===== src/rtl/hazard_controller_pkg.sv =====
// Shared pipeline definitions for the RV32 hazard controller: result-source, forwarding
// and FSM state encodings plus the stall/flush control bundle.
package hazard_controller_pkg;

    localparam logic [1:0] RES_SRC_LOAD = 2'b01;

    localparam logic [1:0] FWD_RF  = 2'b00;
    localparam logic [1:0] FWD_WB  = 2'b01;
    localparam logic [1:0] FWD_MEM = 2'b10;

    localparam logic [1:0] S_INIT     = 2'd0;
    localparam logic [1:0] S_RUN      = 2'd1;
    localparam logic [1:0] S_MEM_WAIT = 2'd2;
    localparam logic [1:0] S_ERR      = 2'd3;

    typedef struct packed {
        logic stall_f;
        logic stall_d;
        logic stall_e;
        logic stall_m;
        logic flush_d;
        logic flush_e;
        logic flush_w;
    } hz_ctrl_t;

    // Full pipeline freeze used while the data memory is busy or has timed out.
    localparam hz_ctrl_t CTRL_FREEZE = '{stall_f: 1'b1, stall_d: 1'b1, stall_e: 1'b1,
                                         stall_m: 1'b1, flush_d: 1'b0, flush_e: 1'b0,
                                         flush_w: 1'b1};

endpackage


===== src/rtl/hazard_controller_forwarding_unit.sv =====
// E-stage operand forwarding selects; M-stage result has priority over W, x0 never forwards.
module forwarding_unit
    import hazard_controller_pkg::*;
(
    input  logic [4:0] rs1_e,
    input  logic [4:0] rs2_e,
    input  logic [4:0] rd_m,
    input  logic       reg_write_m,
    input  logic [4:0] rd_w,
    input  logic       reg_write_w,
    output logic [1:0] fwd_a_e,
    output logic [1:0] fwd_b_e
);

    function automatic logic [1:0] sel(input logic [4:0] rs, input logic [4:0] rdm,
                                       input logic wm, input logic [4:0] rdw,
                                       input logic ww);
        if (wm && rdm != 5'd0 && rdm == rs)
            return FWD_MEM;
        else if (ww && rdw != 5'd0 && rdw == rs)
            return FWD_WB;
        else
            return FWD_RF;
    endfunction

    assign fwd_a_e = sel(rs1_e, rd_m, reg_write_m, rd_w, reg_write_w);
    assign fwd_b_e = sel(rs2_e, rd_m, reg_write_m, rd_w, reg_write_w);

endmodule


===== src/rtl/hazard_controller.sv =====
// Pipeline sequencer for the 5-stage RV32 core: stall/flush generation, load-use interlock,
// data-memory wait FSM with timeout, and saturating stall/flush performance counters.
module hazard_controller
    import hazard_controller_pkg::*;
#(
    parameter int INIT_FLUSH = 2,
    parameter int TIMEOUT    = 64,
    parameter int CNT_WIDTH  = 16
) (
    input  logic                 clk,
    input  logic                 rst,
    input  logic [4:0]           rs1_d,
    input  logic [4:0]           rs2_d,
    input  logic [4:0]           rs1_e,
    input  logic [4:0]           rs2_e,
    input  logic [4:0]           rd_e,
    input  logic [1:0]           res_src_e,
    input  logic                 pc_src_e,
    input  logic [4:0]           rd_m,
    input  logic                 reg_write_m,
    input  logic [4:0]           rd_w,
    input  logic                 reg_write_w,
    input  logic                 dmem_req_m,
    input  logic                 dmem_ready_m,
    output logic                 stall_f,
    output logic                 stall_d,
    output logic                 stall_e,
    output logic                 stall_m,
    output logic                 flush_d,
    output logic                 flush_e,
    output logic                 flush_w,
    output logic [1:0]           fwd_a_e,
    output logic [1:0]           fwd_b_e,
    output logic                 mem_err,
    output logic [CNT_WIDTH-1:0] stall_cnt,
    output logic [CNT_WIDTH-1:0] flush_cnt
);

    localparam int IW = (INIT_FLUSH > 1) ? $clog2(INIT_FLUSH) : 1;
    localparam int WW = $clog2(TIMEOUT + 1);

    logic [1:0]    state;
    logic [IW-1:0] init_cnt;
    logic [WW-1:0] wait_cnt;
    logic          lw_hz;
    logic          mem_busy;
    hz_ctrl_t      ctrl;

    forwarding_unit u_fwd (
        .rs1_e       (rs1_e),
        .rs2_e       (rs2_e),
        .rd_m        (rd_m),
        .reg_write_m (reg_write_m),
        .rd_w        (rd_w),
        .reg_write_w (reg_write_w),
        .fwd_a_e     (fwd_a_e),
        .fwd_b_e     (fwd_b_e)
    );

    assign lw_hz    = (res_src_e == RES_SRC_LOAD) && (rd_e != 5'd0)
                      && (rd_e == rs1_d || rd_e == rs2_d);
    assign mem_busy = dmem_req_m && !dmem_ready_m;

    always_comb begin
        ctrl = '0;
        case (state)
            S_INIT: begin
                ctrl.stall_f = 1'b1;
                ctrl.flush_d = 1'b1;
                ctrl.flush_e = 1'b1;
                ctrl.flush_w = 1'b1;
            end
            S_RUN: begin
                // A pending memory access overrides both load-use and branch handling.
                if (mem_busy) begin
                    ctrl = CTRL_FREEZE;
                end else begin
                    ctrl.stall_f = lw_hz && !pc_src_e;
                    ctrl.stall_d = lw_hz;
                    ctrl.flush_d = pc_src_e;
                    ctrl.flush_e = lw_hz || pc_src_e;
                end
            end
            default: ctrl = CTRL_FREEZE;
        endcase
    end

    assign stall_f = ctrl.stall_f;
    assign stall_d = ctrl.stall_d;
    assign stall_e = ctrl.stall_e;
    assign stall_m = ctrl.stall_m;
    assign flush_d = ctrl.flush_d;
    assign flush_e = ctrl.flush_e;
    assign flush_w = ctrl.flush_w;

    always_ff @(posedge clk) begin
        if (rst) begin
            state     <= S_INIT;
            init_cnt  <= '0;
            wait_cnt  <= '0;
            mem_err   <= 1'b0;
            stall_cnt <= '0;
            flush_cnt <= '0;
        end else begin
            if (ctrl.stall_f && stall_cnt != '1)
                stall_cnt <= stall_cnt + 1'b1;
            if (ctrl.flush_e && flush_cnt != '1)
                flush_cnt <= flush_cnt + 1'b1;

            case (state)
                S_INIT: begin
                    if (init_cnt == IW'(INIT_FLUSH - 1))
                        state <= S_RUN;
                    else
                        init_cnt <= init_cnt + 1'b1;
                end
                S_RUN: begin
                    if (mem_busy) begin
                        state    <= S_MEM_WAIT;
                        wait_cnt <= WW'(1);
                    end
                end
                S_MEM_WAIT: begin
                    if (dmem_ready_m) begin
                        state <= S_RUN;
                    end else if (wait_cnt == WW'(TIMEOUT)) begin
                        state   <= S_ERR;
                        mem_err <= 1'b1;
                    end else begin
                        wait_cnt <= wait_cnt + 1'b1;
                    end
                end
                default: state <= S_ERR;
            endcase
        end
    end

endmodule


===== config.mk =====
export PLATFORM = sky130hd
export DESIGN_NAME = hazard_controller
export DESIGN_NICKNAME = d
export VERILOG_FILES = /design/src/rtl/hazard_controller_pkg.sv /design/src/rtl/hazard_controller_forwarding_unit.sv /design/src/rtl/hazard_controller.sv
export SDC_FILE = /design/constraint.sdc
export NUM_CORES = 1
export LEC_CHECK = 0
export CAP_MARGIN = 20
export CORE_MARGIN = 2
export CORE_UTILIZATION = 43
export CTS_BUF_LIST = sky130_fd_sc_hd__clkbuf_4 sky130_fd_sc_hd__clkbuf_8
export DETAILED_ROUTE_END_ITERATION = 12
export HOLD_SLACK_MARGIN = 0.02
export PLACE_DENSITY = 0.74
export REMOVE_ABC_BUFFERS = 1
export SLEW_MARGIN = 20
export SYNTH_ARGS = -nofsm -noshare
export SYNTH_HDL_FRONTEND = slang
export SYNTH_HIERARCHICAL = 1
export SYNTH_SLANG_ARGS = --single-unit

===== constraint.sdc =====
create_clock -name clk -period 5.6 [get_ports clk]
set_clock_uncertainty 0.05 [all_clocks]
set_input_delay 1.12 -clock clk [delete_from_list [all_inputs] [get_ports clk]]
set_output_delay 1.12 -clock clk [all_outputs]
set_load 0.02 [all_outputs]

==> impl_metrics.csv, run 1 <==
group,metric,value,unit
yosys,yosysWarnings,6,
floorplanning,core_area,0.00589,sq mm
yosys,synth-seq-area-share,0.329,
placed_design,placed_area,0.00353,sq mm
clock_network,clkLatencyLatePin,0.31,ns
grt,antenna_found_initial,0,
worst_setup_path,max_stage_delay,0.56,ns
layout,syn2layout_area_growth,39.5,%
layout,multi_input_area,0.00164,sq mm
floorplanning,dieArea,0.00672,sq mm
grt,grt_usage,0.197,
grt,grt_first_pass_wirelength,10500,um
layout,stdcell_area,0.00365,sq mm
worst_setup_path,cp_slowest_cell,"or4_1",
clock_network,cts_root_buf,"clkbuf_8",
yosys,synth-edff-count,0,
worst_setup_path,crit_family,"buffers and inverters",
worst_setup_path,cp_cell_sequence,"clkdlybuf4s50_1 > or4_1 > o21ai_1 > o31a_1 > buf_4 > inv_2 > clkdlybuf4s50_1",
worst_setup_path,crit_path_start,"rd_e[1]",
floorplanning,start_util,0.445,
route,via_per_inst,5.53,
yosys,synth-async-reset-ratio,0,
yosys,netlist_area,0.00262,sq mm
route,drc_errors,0,
floorplanning,row_count,28,
worst_setup_path,r2r_start,"flush_cnt[0]",
yosys,syn-mean-instance-area,8.15,sq um
sta,worst_slack,0.935,ns
clock_network,ctsResizeCount,0,
sta,worstMarginPinSlew,0.578,ns
power,leakage,1.27,nW
placed_design,dpl_worst_slack,0.973,ns
flow_run,max-cap-violations,0,
floorplanning,die_width,82,um
sta,hold_viol_final,0,
sta,period_needed,4.66,ns
placed_design,numPortBuffers,87,
clock_network,post_cts_buffers,0,
min_path,min-delay-start,"init_cnt",
grt,grt_remaining_overflow,0,
route,ant_nets,0,
sta,max-slew-margin-rel,0.615,
floorplanning,dieHeight,82,um
placed_design,hpwl,5020,um
route,drt_iter0_markers,166,
route,wire_per_inst,14.1,um
yosys,ys_ff_latch,43,
layout,regArea,861,sq um
min_path,min_path_type,"register to register",
grt,grt_pass1_vias,2333,
yosys,synth_top_flop_cell,"dfxtp_1",
yosys,synth.distinct_cells,47,
sta,setup_viol,0,
worst_setup_path,endpoint_kind,"output port",
yosys,synth_cells,321,
layout,fin_nets,453,
worst_setup_path,setup.worst_path.class,"input pin to output port",
grt,grt_max_degree,45,
sta,tns,0,ns
sta,period_share,0.833,
clock_network,cts_tree,"done",
worst_setup_path,cp-start-kind,"input pin",
layout,nFillCells,508,
worst_setup_path,required,4.43,ns
floorplanning,boundaryPins,88,
clock_network,clockBufferDepth,2,
layout,drive_above_1_share,0.0567,
clock_network,cts_buffers,5,
sta,fmax,214,MHz
run_status,run_status,"completed",
layout,diodes,0,
route,first_pass_iters,4,
power,p_per_area,198,mW/mm^2
clock_network,hold_buffers,0,
clock_network,cts.sinks,43,
clock_network,clk_pin_slew,0.08,ns
sta,rsz0062_at_grt,"no",
worst_setup_path,path_max_fanout,22,
worst_setup_path,arrival,3.49,ns
clock_network,htreeDepth,2,
sta,drv_slew,0,
power,ir_drop,157,uV
route,finalWirelength,6790,um
route,num_vias,2661,
worst_setup_path,critical_path.most_common_cell,"clkdlybuf4s50_1",
worst_setup_path,path_buf_inv,4,
placed_design,gp_congestion,0.756,
[cell usage in the layout (no fill, tap or decap), types with 2 or more instances in the layout]
cell type and count:
xnor2_1 16, nand4_1 9, or3_1 8, nand2_1 13
and2_1 2, xor2_1 20, o21ai_1 2, inv_1 11
or4_1 15, nand3_1 15, clkbuf_8 5, clkdlybuf4s50_1 87
a21oi_1 31, dfxtp_1 43, nor3_1 8, nor2b_1 12
o21ai_0 10, buf_4 3, o31ai_1 12, and4_1 4
nor2_1 27, nor4_1 7, mux2_2 4, ha_1 4
and3_1 10, nand2b_1 4, o21ba_2 2
[worst paths after layout]
path	to	slack (ns)	depth (start not counted)
worst max register to register	flush_cnt[11]	3.18	7
worst min-delay path	init_cnt	0.44	2
worst max-delay path	stall_f	0.94	7
worst min register to register	init_cnt	0.44	2
[cells in the mapped netlist (9+ instances only)]
library cell / number / area (sq um)
dfxtp_1: 43 / 861
a21oi_1: 31 / 155
nor2_1: 27 / 101
xor2_1: 20 / 175
xnor2_1: 16 / 140
nand3_1: 15 / 75.1
or4_1: 15 / 113
nand2_1: 13 / 48.8
nor2b_1: 12 / 75.1
o31ai_1: 12 / 90.1
inv_1: 11 / 41.3
and3_1: 10 / 62.6
o21ai_0: 10 / 50.1
nand4_1: 9 / 56.3
[layer usage]
metal / track usage / routed length [um]
met5: 0 / 0
met4: 0.0550 / 78
met3: 0.0396 / 355
met2: 0.324 / 3200
met1: 0.259 / 3150
[sequential cells by signal, indices dropped and copies added, names as in the netlist]
signal,count
flush_cnt,16
mem_err,1
state,2
wait_cnt,7
stall_cnt,16
init_cnt,1
[metrics by stage]
step                      power, mW  utilization  std cells  hold slack [ns]
after floorplan               0.400            -        308            0.392
after global placement        0.476        0.601        473            0.401
after detailed placement      0.480        0.601        473            0.412
after CTS                     0.732        0.620        481            0.443
after global routing          0.760        0.620        481            0.463
final                         0.724        0.620        481            0.436
[cell families (layout without fill, tap and decap cells)]
logic type                 count (synthesis)  after routing  share of synthesized area
buffers and inverters                     25            110                     0.0435
DFF                                       43             43                      0.329
muxes                                      6              6                     0.0253
adders and majority gates                  4              4                     0.0191
xor gates and xnor gates                  36             36                      0.121
and+or+nand+nor                          139            139                      0.302
AOI/OAI and AO/OA                         68             68                      0.160
[final cells by class]
| type | count | share of cell area |
|---|---|---|
| sequential | 43 | 0.236 |
| tap | 75 | 0.0257 |
| inverter | 12 | 0.0123 |
| clock buffer | 5 | 0.0189 |
| multi-input combinational | 253 | 0.450 |
| clock inverter | 3 | 0.0127 |
| timing repair buffer | 90 | 0.245 |
[worst reg2reg max path: stages (launching register included)]
cell and delay, ns:
dfxtp_1 0.43, ha_1 0.25, nand2_1 0.08, nor4_2 0.41
a221oi_1 0.13, o21ba_2 0.55, nor4_1 0.12, mux2_1 0.32
[power by group]
part	internal, mW	leakage (nW)	switching, mW	total (mW)
Clock	0.134	0.0548	0.117	0.251
Sequential	0.314	0.348	0.0119	0.326
Combinational	0.0752	0.869	0.0721	0.147
Note: power is estimated with default switching activity, not from simulation.
==> run 2, diff against run 1 <==
PLACE_DENSITY = 0.77   (was 0.74)
clock period = 3.7 ns   (was 5.6 ns; I/O delays follow)
==> impl_metrics.csv, run 2 (same netlist as run 1, synthesis figures left out) <==
group,metric,value,unit
run_status,run_status,"completed",
worst_setup_path,setup.worst_path.class,"input pin to output port",
worst_setup_path,endpoint_kind,"output port",
route,via_per_inst,5.37,
floorplanning,boundaryPins,88,
layout,final_common_cell,"clkdlybuf4s50_1",
flow_run,max-cap-violations,0,
placed_design,numPortBuffers,87,
floorplanning,row_count,28,
power,leakage,1.32,nW
floorplanning,die_width,82,um
floorplanning,core_area,0.00589,sq mm
power,ir_drop,193,uV
worst_setup_path,cp-start-kind,"input pin",
sta,period_needed,3.59,ns
floorplanning,start_util,0.445,
clock_network,post_cts_buffers,0,
sta,hold_viol_final,0,
clock_network,clkLatencyLatePin,0.31,ns
power,p_per_area,281,mW/mm^2
power,pwr-share-comb,0.222,
power,sw_frac_of_total,0.296,
sta,setup_viol,0,
power,p_sw,0.306,mW
route,finalWirelength,6690,um
placed_design,hpwl,5020,um
sta,max-slew-margin-rel,0.581,
route,first_pass_iters,4,
layout,final_cell_mix,"clkdlybuf4s50_1 (84), dfxtp_1 (43), a21oi_1 (31)",
sta,tns,0,ns
route,drc_errors,0,
route,drt_iter0_markers,103,
worst_setup_path,path_max_fanout,4,
worst_setup_path,r2r_slack,1.33,ns
grt,grt_remaining_overflow,0,
sta,rsz0062_at_grt,"no",
route,wire_per_inst,13.7,um
layout,diodes,0,
power,power_frac_clock,0.302,
layout,nFillCells,534,
clock_network,htreeDepth,2,
sta,whs,0.432,ns
clock_network,clk_pin_slew,0.08,ns
route,ant_nets,0,
layout,regArea,861,sq um
worst_setup_path,required,2.91,ns
worst_setup_path,arrival,2.80,ns
clock_network,cts_tree,"done",
layout,multi_input_area,0.00165,sq mm
min_path,min_path_type,"register to register",
grt,grt_max_degree,45,
power,seq_power_share,0.476,
clock_network,cts_root_buf,"clkbuf_8",
placed_design,gp_congestion,0.759,
clock_network,cts_buffers,5,
sta,period_share,0.970,
grt,grt_first_pass_wirelength,10600,um
floorplanning,dieHeight,82,um
layout,reg_top3,"flush_cnt x16, stall_cnt x16, wait_cnt x7",
clock_network,clockBufferDepth,2,
sta,worstMarginPinSlew,0.628,ns
layout,drive_above_1_share,0.0751,
grt,grt_pass1_vias,2349,
sta,drv_slew,0,
floorplanning,dieArea,0.00672,sq mm
grt,grt_usage,0.197,
layout,syn2layout_area_growth,40.9,%
grt,antenna_found_initial,0,
route,num_vias,2622,
power,intPower,0.729,mW
clock_network,cts.sinks,43,
sta,fmax,279,MHz
layout,fin_nets,460,
run 2: critical path: stages:
cell and delay (ns):
clkdlybuf4s50_1 0.46, or4_1 0.57, o21ai_2 0.23, o31a_1 0.20, inv_2 0.06, clkdlybuf4s50_1 0.54
run 2: path summary, 6_finish.rpt:
path | cells after the start | end | startpoint
hold / removal | 2 | init_cnt | init_cnt
setup / recovery | 6 | stall_f | rd_e[2]
hold reg to reg | 2 | init_cnt | init_cnt
setup reg to reg | 7 | flush_cnt[11] | flush_cnt[0]
run 2: timing repair:
action,4_1_cts,5_1_grt
hold buffers,0,0
gates resized for setup,1,3
setup endpoints to repair,1,4
run 2: metrics by stage:
stage | cell area, sq um | power [mW] | util | setup WS (ns) | cells
4_1_cts | 3680 | 1.05 | 0.625 | 0.0148 | 488
2_1_floorplan | 2550 | 0.605 | - | 0.618 | 308
6_report | 3690 | 1.03 | 0.626 | 0.110 | 488
3_5_place_dp | 3590 | 0.733 | 0.609 | -0.0191 | 480
3_3_place_gp | 3590 | 0.728 | 0.609 | 0.0196 | 480
5_1_grt | 3690 | 1.09 | 0.626 | 0.0286 | 488
run 2: cell type report:
cell class              instances  share of cell area
multi-input cells             253               0.446
clock buffers                   5              0.0187
repair buffers                 97               0.258
well taps                      75              0.0254
clock inverters                 3             0.00645
flip-flops and latches         43               0.233
inverters                      12              0.0122
run 2: metal layers:
| metal | GRT usage | up-vias | wire (um) |
|---|---|---|---|
| met4 | 0.0550 | 0 | 84 |
| li1 | - | 1356 | - |
| met3 | 0.0429 | 9 | 299 |
| met1 | 0.258 | 1203 | 3080 |
| met2 | 0.324 | 54 | 3220 |
| met5 | 0 | - | 0 |
run 2: power groups by stage:
stage / Sequential (mW) / Clock, mW / Combinational, mW
floorplan: 0.510 / 0 / 0.0948
global placement: 0.503 / 0 / 0.225
detailed placement: 0.504 / 0 / 0.229
CTS: 0.493 / 0.323 / 0.230
global route: 0.496 / 0.342 / 0.249
finish: 0.493 / 0.312 / 0.229
==> run 3, diff against run 2 <==
GPL_TIMING_DRIVEN = 0   (was default)
==> impl_metrics.csv, run 3 (same netlist as run 1, synthesis figures left out) <==
group,metric,value,unit
power,leakage,1.27,nW
power,sw_frac_of_total,0.295,
route,first_pass_iters,6,
sta,period_needed,3.60,ns
sta,setup_viol,0,
layout,final_cell_mix,"clkdlybuf4s50_1 (83), dfxtp_1 (43), a21oi_1 (31)",
clock_network,clockBufferDepth,2,
layout,syn2layout_area_growth,39.2,%
layout,multi_input_area,0.00166,sq mm
placed_design,numPortBuffers,87,
clock_network,cts_root_buf,"clkbuf_8",
grt,grt_remaining_overflow,0,
route,via_per_inst,5.49,
min_path,min_path_type,"register to register",
sta,rsz0062_at_grt,"no",
min_path,min-delay-start,"init_cnt",
route,wire_per_inst,13.8,um
worst_setup_path,required,2.91,ns
grt,grt_usage,0.193,
worst_setup_path,critical_path.most_common_cell,"clkdlybuf4s50_1",
clock_network,cts.sinks,43,
worst_setup_path,cp-start-kind,"input pin",
placed_design,gp_congestion,0.801,
grt,grt_max_degree,44,
worst_setup_path,arrival,2.81,ns
worst_setup_path,setup.worst_path.class,"input pin to output port",
route,num_vias,2635,
clock_network,clkLatencyLatePin,0.29,ns
layout,nFillCells,548,
power,p_sw,0.303,mW
route,finalWirelength,6620,um
grt,grt_first_pass_wirelength,10400,um
worst_setup_path,path_max_fanout,4,
layout,drive_above_1_share,0.0642,
clock_network,hold_buffers,0,
worst_setup_path,r2r_start,"flush_cnt[6]",
floorplanning,start_util,0.445,
worst_setup_path,path_buf_inv,2,
power,ir_drop,266,uV
floorplanning,boundaryPins,88,
floorplanning,die_width,82,um
clock_network,cts_buffers,5,
run_status,run_status,"completed",
route,drc_errors,0,
clock_network,htreeDepth,2,
placed_design,placed_area,0.00354,sq mm
sta,max-slew-margin-rel,0.579,
layout,postLayoutCoreUtil,0.619,
sta,drv_slew,0,
power,pwr-share-comb,0.218,
grt,grt_pass1_vias,2382,
flow_run,max-cap-violations,0,
worst_setup_path,endpoint_kind,"output port",
placed_design,hpwl,4930,um
layout,reg_top3,"flush_cnt x16, stall_cnt x16, wait_cnt x7",
sta,fmax,278,MHz
power,intPower,0.724,mW
floorplanning,dieHeight,82,um
power,seq_power_share,0.479,
layout,stdcell_area,0.00364,sq mm
sta,hold_viol_final,0,
worst_setup_path,crit_path_start,"rd_e[1]",
floorplanning,dieArea,0.00672,sq mm
layout,fin_nets,452,
power,power_frac_clock,0.302,
grt,antenna_found_initial,0,
floorplanning,row_count,28,
worst_setup_path,crit_family,"buffers and inverters",
layout,regArea,861,sq um
sta,worstMarginPinSlew,0.631,ns
clock_network,cts_tree,"done",
clock_network,clk_pin_slew,0.09,ns
layout,final_common_cell,"clkdlybuf4s50_1",
worst_setup_path,cp_cell_sequence,"clkdlybuf4s50_1 > or4_1 > o21ai_2 > or3_1 > o21bai_1 > clkdlybuf4s50_1",
worst_setup_path,max_stage_delay,0.58,ns
worst_setup_path,cp_slowest_cell,"or4_1",
floorplanning,core_area,0.00589,sq mm
route,drt_iter0_markers,120,
route,ant_nets,0,
power,p_per_area,282,mW/mm^2
sta,period_share,0.972,
layout,diodes,0,
-- run 3: tightest hold or removal path: stages (launching register included) --
cell	delay, ns
dfxtp_1	0.34
nor2_1	0.05
nor2_1	0.07
-- run 3: path summary, 6_finish.rpt --
path,end,slack (ns),cells after the start
setup / recovery,flush_e,0.10,6
hold / removal,init_cnt,0.44,2
setup reg to reg,flush_cnt[11],1.31,6
hold reg to reg,init_cnt,0.44,2
-- run 3: area by class of cell --
cell class	instances	area share
Clock buffer	5	0.0189
Sequential cell	43	0.236
Clock inverter	3	0.00653
Timing Repair Buffer	89	0.244
Tap cell	75	0.0258
Inverter	12	0.0124
Multi-Input combinational cell	253	0.456
-- run 3: per-layer routing --
| layer | vias to the layer above | global-route usage | wire length (um) |
|---|---|---|---|
| met5 | - | 0 | 0 |
| met4 | 0 | 0.0350 | 34 |
| met3 | 4 | 0.0396 | 315 |
| met2 | 47 | 0.340 | 3280 |
| met1 | 1251 | 0.245 | 2990 |
| li1 | 1333 | - | - |
-- run 3: power by group through the flow --
stage	Sequential (mW)	Clock (mW)	Combinational (mW)
after floorplan	0.510	0	0.0948
after global placement	0.503	0	0.216
after detailed placement	0.503	0	0.223
after CTS	0.492	0.323	0.225
after global routing	0.496	0.341	0.245
final	0.493	0.311	0.224
-- run 3: stage by stage --
step | hold slack, ns | total power [mW] | instances | setup TNS (ns) | setup WS [ns]
after global routing | 0.469 | 1.08 | 480 | 0 | 0.00611
after floorplan | 0.392 | 0.605 | 308 | 0 | 0.618
final | 0.437 | 1.03 | 480 | 0 | 0.104
after global placement | 0.404 | 0.719 | 470 | -0.644 | -0.571
after CTS | 0.439 | 1.04 | 480 | 0 | 0.0991
after detailed placement | 0.419 | 0.726 | 472 | -0.665 | -0.578
-- run 3: what timing repair did --
item / in CTS / in global routing
setup buffers: 0 / 0
resized for setup: 6 / 0
setup endpoints to repair: 3 / 0
